### src/rtl/life_ctrl.sv
// Game-of-Life sequencer: gates board rotation (one X*Y-cycle scan per generation),
// and handles run/pause, single-step, cursor movement and cell-flip strobes.
module life_ctrl #(
  parameter int X        = 8,
  parameter int Y        = 8,
  parameter int LOG2X    = 3,
  parameter int LOG2Y    = 3,
  parameter int RATE_DIV = 1000000,
  parameter int GEN_W    = 16
) (
  input  logic                   clk,
  input  logic                   reset,
  input  logic                   key_run,
  input  logic                   key_step,
  input  logic                   key_flip,
  input  logic                   key_left,
  input  logic                   key_right,
  input  logic                   key_up,
  input  logic                   key_down,
  output logic                   shift_en,
  output logic [LOG2X+LOG2Y-1:0] cell_index,
  output logic                   flip_pulse,
  output logic [LOG2X-1:0]       cursor_x,
  output logic [LOG2Y-1:0]       cursor_y,
  output logic                   running,
  output logic                   busy,
  output logic [GEN_W-1:0]       gen_count
);

  localparam int CW = LOG2X + LOG2Y;
  localparam int RW = $clog2(RATE_DIV + 1);
  localparam logic [CW-1:0]    LAST_CELL = CW'(X * Y - 1);
  localparam logic [RW-1:0]    RELOAD    = RW'(RATE_DIV - 1);
  localparam logic [LOG2X-1:0] X_MAX     = LOG2X'(X - 1);
  localparam logic [LOG2Y-1:0] Y_MAX     = LOG2Y'(Y - 1);

  typedef enum logic [1:0] {IDLE, WAIT, SCAN} state_t;

  state_t            state;
  logic [6:0]        hist;
  logic [6:0]        keys;
  logic [6:0]        press;
  logic              flip_rel;
  logic              step_pend;
  logic              flip_pend;
  logic [RW-1:0]     rate_cnt;
  logic              run_next;
  logic              pend;
  logic              last;
  logic              fire;
  logic [LOG2X-1:0]  x_next;
  logic [LOG2Y-1:0]  y_next;

  assign keys     = {key_down, key_up, key_right, key_left, key_flip, key_step, key_run};
  assign press    = keys & ~hist;
  assign flip_rel = hist[2] & ~key_flip;
  assign run_next = running ^ press[0];
  assign pend     = flip_pend | flip_rel;
  assign last     = (state == SCAN) && (cell_index == LAST_CELL);
  // Pulse may only land on a non-shifting cycle; the last scan cycle qualifies
  // because the registered pulse appears on the first post-scan cycle.
  assign fire     = pend && ((state != SCAN) || last);

  always_comb begin
    x_next = cursor_x;
    y_next = cursor_y;
    if (press[3] && !press[4])
      x_next = (cursor_x == '0) ? X_MAX : cursor_x - LOG2X'(1);
    else if (press[4] && !press[3])
      x_next = (cursor_x == X_MAX) ? '0 : cursor_x + LOG2X'(1);
    if (press[5] && !press[6])
      y_next = (cursor_y == '0) ? Y_MAX : cursor_y - LOG2Y'(1);
    else if (press[6] && !press[5])
      y_next = (cursor_y == Y_MAX) ? '0 : cursor_y + LOG2Y'(1);
  end

  always_ff @(posedge clk or posedge reset) begin
    if (reset) begin
      state      <= IDLE;
      hist       <= '0;
      step_pend  <= 1'b0;
      flip_pend  <= 1'b0;
      rate_cnt   <= '0;
      shift_en   <= 1'b0;
      busy       <= 1'b0;
      cell_index <= '0;
      flip_pulse <= 1'b0;
      cursor_x   <= '0;
      cursor_y   <= '0;
      running    <= 1'b0;
      gen_count  <= '0;
    end else begin
      hist       <= keys;
      running    <= run_next;
      flip_pulse <= fire;
      flip_pend  <= pend & ~fire;
      cursor_x   <= x_next;
      cursor_y   <= y_next;
      case (state)
        IDLE: begin
          if (step_pend && !fire) begin
            state      <= SCAN;
            step_pend  <= 1'b0;
            shift_en   <= 1'b1;
            busy       <= 1'b1;
            cell_index <= '0;
          end else begin
            if (press[1]) step_pend <= 1'b1;
            if (run_next) begin
              state    <= WAIT;
              rate_cnt <= RELOAD;
            end
          end
        end
        WAIT: begin
          if (!run_next) begin
            state <= IDLE;
          end else if (rate_cnt == '0) begin
            if (!fire) begin
              state      <= SCAN;
              step_pend  <= 1'b0;
              shift_en   <= 1'b1;
              busy       <= 1'b1;
              cell_index <= '0;
            end
          end else begin
            rate_cnt <= rate_cnt - RW'(1);
          end
        end
        SCAN: begin
          if (last) begin
            gen_count  <= gen_count + GEN_W'(1);
            shift_en   <= 1'b0;
            busy       <= 1'b0;
            cell_index <= '0;
            if (run_next) begin
              state    <= WAIT;
              rate_cnt <= RELOAD;
            end else begin
              state <= IDLE;
            end
          end else begin
            cell_index <= cell_index + CW'(1);
          end
        end
        default: state <= IDLE;
      endcase
    end
  end

endmodule

### config.mk
export PLATFORM = sky130hd
export DESIGN_NAME = life_ctrl
export DESIGN_NICKNAME = d
export VERILOG_FILES = /design/src/rtl/life_ctrl.sv
export SDC_FILE = /design/constraint.sdc
export NUM_CORES = 1
export LEC_CHECK = 0
export BUFFER_PORTS_ARGS = -buffer_cell sky130_fd_sc_hd__buf_2
export CORE_ASPECT_RATIO = 0.5
export CORE_MARGIN = 2
export CORE_UTILIZATION = 24
export DETAILED_ROUTE_END_ITERATION = 8
export REMOVE_ABC_BUFFERS = 1
export SETUP_SLACK_MARGIN = 0.2
export SLEW_MARGIN = 20
export SYNTH_ARGS = -nofsm -noshare
export SYNTH_HDL_FRONTEND = slang
export SYNTH_SLANG_ARGS = --single-unit
### constraint.sdc
create_clock -name clk -period 3.9 [get_ports clk]
set_input_delay 0.975 -clock clk [delete_from_list [all_inputs] [get_ports clk]]
set_output_delay 0.975 -clock clk [all_outputs]
set_load 0.05 [all_outputs]
* Word-level counts from Yosys, hierarchy flattened
Cells that the tools add are included.
** Word-level totals
- Bits of input ports :: 9
- Output and inout port bits :: 32
- Register bits :: 62
** Operators by class
- Mux-type cells :: 40
- Add/subtract/negate cells :: 7
- Reduce and logical (&&, ||, !) cells :: 27
- Bitwise gates (word level) :: 8
- Equality and inequality tests :: 17
** Operators with widths (count)
- 20-bit 2-to-1 mux :: 5
- 20-bit case mux with 3 select lines :: 1
- 6-bit 2-to-1 mux :: 5
- 3-bit 2-to-1 mux :: 8
- 20-bit zero test :: 1
- 20-bit by 1-bit subtractor with 20-bit output (second input constant) :: 1
- 6-bit case mux with 3 select lines :: 1
- 16-bit by 1-bit adder with 16-bit output (second input constant) :: 1
- 2-bit inequality test (second input constant) :: 8
- 5-bit AND reduction :: 3
- 2-bit 2-to-1 mux :: 6
- 3-bit inequality test (second input constant) :: 4
- 1-bit 2-to-1 mux :: 11
- 7-bit AND :: 1
- 1-bit logical AND :: 7
- 7-bit inverter :: 1
- 3-bit by 1-bit adder with 3-bit output (second input constant) :: 2
- 6-bit by 1-bit adder with 6-bit output (second input constant) :: 1
- 3-bit equality test (second input constant) :: 2
- 6-bit equality test (second input constant) :: 1
- 3-bit zero test :: 2
- 2-bit case mux with 3 select lines :: 1
- 6-bit AND reduction :: 1
- 2-bit nonzero test :: 3
- 15 further kinds :: 22

* Depth between registers and ports, before layout
- Depth in word-level cells :: 8
- Gate-level depth with buffers :: 9
- Gate-level depth less buffers :: 7

* Least setup slack after synthesis
Ideal clock, no wire load.
- Path kind :: input-to-reg
- Start point :: input port key_flip
- End point :: register rate_cnt[11]
- Path slack :: 1070 ps
- Arrival time :: 2711 ps
- Required time :: 3781 ps
- Stages on the path :: 6
- Setup time :: 119 ps
- Path through :: nand2b_1 -> a31o_2 -> a211oi_1 -> clkbuf_1 -> o22ai_1 -> a21o_2
** On the way
- Word-level cells in the longest chain between the ends :: 8
** Ends and longest elaborated chain
- start: declaration :: line 15 : input logic key_flip,
- 1-bit inverter :: line 56 : assign flip_rel = hist[2] & ~key_flip;
- 1-bit AND :: line 56
- 1-bit OR :: line 58 : assign pend = flip_pend | flip_rel;
- 1-bit logical AND :: line 62 : assign fire = pend && ((state != SCAN) || last);
- 1-bit zero test
- 1-bit logical AND :: line 101 : if (step_pend && !fire) begin
- 2-bit inequality test (no line)
- 5-bit AND reduction (no line)
- end signal: assignment :: line 127 : rate_cnt <= rate_cnt - RW'(1);
- end: declaration :: line 46 : logic [RW-1:0] rate_cnt;
No other way between the ends.
A chain may end at the register's enable or synchronous reset.

* Final worst setup path
- Start point :: register rate_cnt[11]
- End point :: register rate_cnt[12]
** On the way
- Word-level cells in the longest chain between the ends :: 4
- Elaborated cells between the ends (all ways) :: 7
- Classes of those cells :: 1 x add/sub; 1 x eq/ne; 3 x mux; 2 x reduce/logical
** Ends and longest elaborated chain
- 20-bit by 1-bit subtractor with 20-bit output :: line 127
- 20-bit 2-to-1 mux :: line 118 : end else if (rate_cnt == '0) begin
- 20-bit 2-to-1 mux :: line 116 : if (!run_next) begin
- 20-bit case mux with 3 select lines :: line 99 : case (state)
Parallel ways exist; a longest one is shown, timed or not. The select of a mux whose other input is x is not followed.

==> metrics.cfg <==
[grt]
grt_overflow_total = 0
use_met2_pct = 16.1
track_usage_pct = 10.6
grt_pass1_vias = 2474
antenna_found_initial = 0
use_met3_pct = 3.13
grtUsageMet1_pct = 14.4
grt_pass1_wl_um = 12000
grt_max_degree = 28
busiest_layer = met2

[routing]
vias = 2474
drt_wl_total_um = 6870
drc_errors = 0
postRouteAntennaNets = 0
wire_per_inst_um = 13.0
drt_iter0_drc = 145
via_per_inst = 4.67
drt_first_pass_iters = 4

[logic_synthesis]
yosysSeqAreaShare_pct = 49.3
netlist_top_cells_area = dfrtp_1 49%, ha_1 5.6%, xnor2_1 3.9%
synth_common_cells = 62 x dfrtp_1, 23 x nand2_1, 19 x o21ai_0
synth_warnings = 0
synth_edf_count = 0
avgSynthCellArea_um2 = 10.0
netlist_area_um2 = 3150
ys_ff_latch = 62
yosysTopAreaCell = dfrtp_1
synth_async_sr_flop_share_pct = 100
ys.flop_type = dfrtp_1
synth_cell_types = 49
synth_most_common_cell = dfrtp_1
netlist.area_leader.share_pct = 49.3
syn_inst = 314

[worst_setup_path]
crit_cells = 5
crit_family = simple AND/OR/NAND/NOR gates
required_ns = 4.11
critPathArrivalTime_ns = 2.95
cp_common_cell = or4_4
worstReg2RegStart = rate_cnt[11]$_DFFE_PP0P_
endpoint_kind = flip-flop
startpoint_type = flip-flop
crit_chain = or4_4 -> or4_4 -> o211ai_1 -> nor2_1 -> a22o_1
crit_path_top_delay_cell = o211ai_1
critPathMaxStageDelay_ns = 0.71
crit_buf_inv = 0
reg2reg_depth = 5
path_class = flip-flop to flip-flop
crit_path_start = rate_cnt[11]$_DFFE_PP0P_
crit_path_max_fanout = 11

[cts]
cts_tree = done
clk_pin_slew_worst_paths_ns = 0.05
clk-insertion-delay-late_ns = 0.33
cts_inserted_buffers = 9
h-tree-depth = 3
ctsResizeCount = 0
cts_root_buf = clkbuf_16
cts_num_sinks = 62
post_cts_buffers = 0
cts_hold_buf = 0
clockBufferDepth = 2

[timing]
finalHoldViolCount = 0
fin_crit_sh_pct = 70.3
maxSlewHeadroom_pct = 44.3
period_needed_ns = 2.74
setup_viol = 0
rsz0062_at_grt = no
hold_slack_ns = 0.469
skew_ns = 0.00681
fmax_ghz = 0.365
tightest_slew_ns = 0.832
slew_violations = 0
tns_ns = 0

[power_and_ir_drop]
p_per_area_nw_per_um2 = 650
power_uw = 2480
p_leak_uw = 0.00164
ir_worst_vdd_mv = 0.264

[floorplan]
top_level_ports = 41
num_rows = 29
core_um2 = 12700
dieArea_um2 = 14100
die_x_um = 166
start_util_pct = 24.7
chipHeight_um = 85.0

[worst_hold_path]
hold_path.class = flip-flop to flip-flop
hold_depth = 1
hp-start = gen_count[15]$_DFFE_PP0P_

[placed_design]
dpl_cell_area_um2 = 3530
dp_cells = 515
gp_congestion = 0.768
dp_hpwl_um = 4940
port-buffer-count = 40

[finish]
diodes = 0
drive_gt1_share_pct = 18.3
num-fill-cells = 1291
area_growth_syn_to_layout_pct = 21.4
final_cell_area_um2 = 3820
final_cells = 530
layout.nets = 379

[status]
status = completed

[run]
maxCapViolCount = 0

## metal layers
layer / share of wire [%] / vias to the layer above
li1: - / 1237
met1: 51 / 1186
met2: 45 / 42
met3: 3.1 / 9
met4: 1.3 / 0
met5: 0 / -
## registers in the layout, indices dropped and copies added, names as in the netlist
register / cells
busy: 1
cell_index: 6
cursor_x: 3
cursor_y: 3
flip_pend: 1
flip_pulse: 1
gen_count: 16
hist: 7
rate_cnt: 20
running: 1
state: 2
step_pend: 1
## layout by cell type, fill, tap and decap left out, types with 13 or more instances in the layout
master	Yosys	routed
buf_2	1	40
dfrtp_1	62	62
ha_1	14	14
inv_1	16	15
nand2_1	23	23
nand4_1	13	13
nor2_1	15	15
nor2b_1	13	13
o21ai_0	19	19
xnor2_1	14	14
## worst register-to-register path: cells and delay by family (launching register included)
| kind | cells | cell delay [ns] |
|---|---|---|
| DFF | 1 | 0.42 |
| AOI/OAI and AO/OA | 2 | 0.97 |
| and+or+nand+nor | 3 | 1.25 |
## power by group
group | internal (µW) | switching (µW)
Sequential | 742 | 121
Clock | 508 | 272
Combinational | 264 | 576
Total | 1510 | 970
## final timing paths
| check | slack, ns | endpoint |
|---|---|---|
| worst max-delay path | 1.16 | rate_cnt[12]$_DFFE_PP0P_ |
| worst min register to register | 0.47 | gen_count[15]$_DFFE_PP0P_ |
| worst min-delay path | 0.47 | gen_count[15]$_DFFE_PP0P_ |
| worst max register to register | 1.16 | rate_cnt[12]$_DFFE_PP0P_ |
| min in group asynchronous | 0.63 | gen_count[9]$_DFFE_PP0P_ |
| max in group asynchronous | 2.61 | rate_cnt[1]$_DFFE_PP0P_ |
## cell type report
| type | count | area (µm²) | area share [%] |
|---|---|---|---|
| Clock inverter | 3 | 45.0 | 1.18 |
| Multi-Input combinational cell | 224 | 1480 | 38.8 |
| Sequential cell | 62 | 1550 | 40.6 |
| Timing Repair Buffer | 43 | 223 | 5.83 |
| Inverter | 16 | 60.1 | 1.57 |
| Tap cell | 170 | 213 | 5.57 |
| Clock buffer | 12 | 246 | 6.45 |
## metrics by stage
step | util (%) | setup WS [ns]
6_report | 30.0 | 1.16
5_1_grt | 30.0 | 1.02
4_1_cts | 30.0 | 1.17
3_5_place_dp | 27.7 | 1.17
3_3_place_gp | 27.7 | 1.20
2_1_floorplan | - | 0.821
## cell families after synthesis
family	Yosys count	share of synthesized area, %
flip-flops	62	49.3
adder cells (fa/ha/maj)	14	5.57
multiplexers	2	0.676
buffers and inverters	28	3.74
AND/OR/NAND/NOR	116	20.2
XOR/XNOR	17	4.73
AO/OA/AOI/OAI	75	15.7
Power figures use the tool's default switching activity.
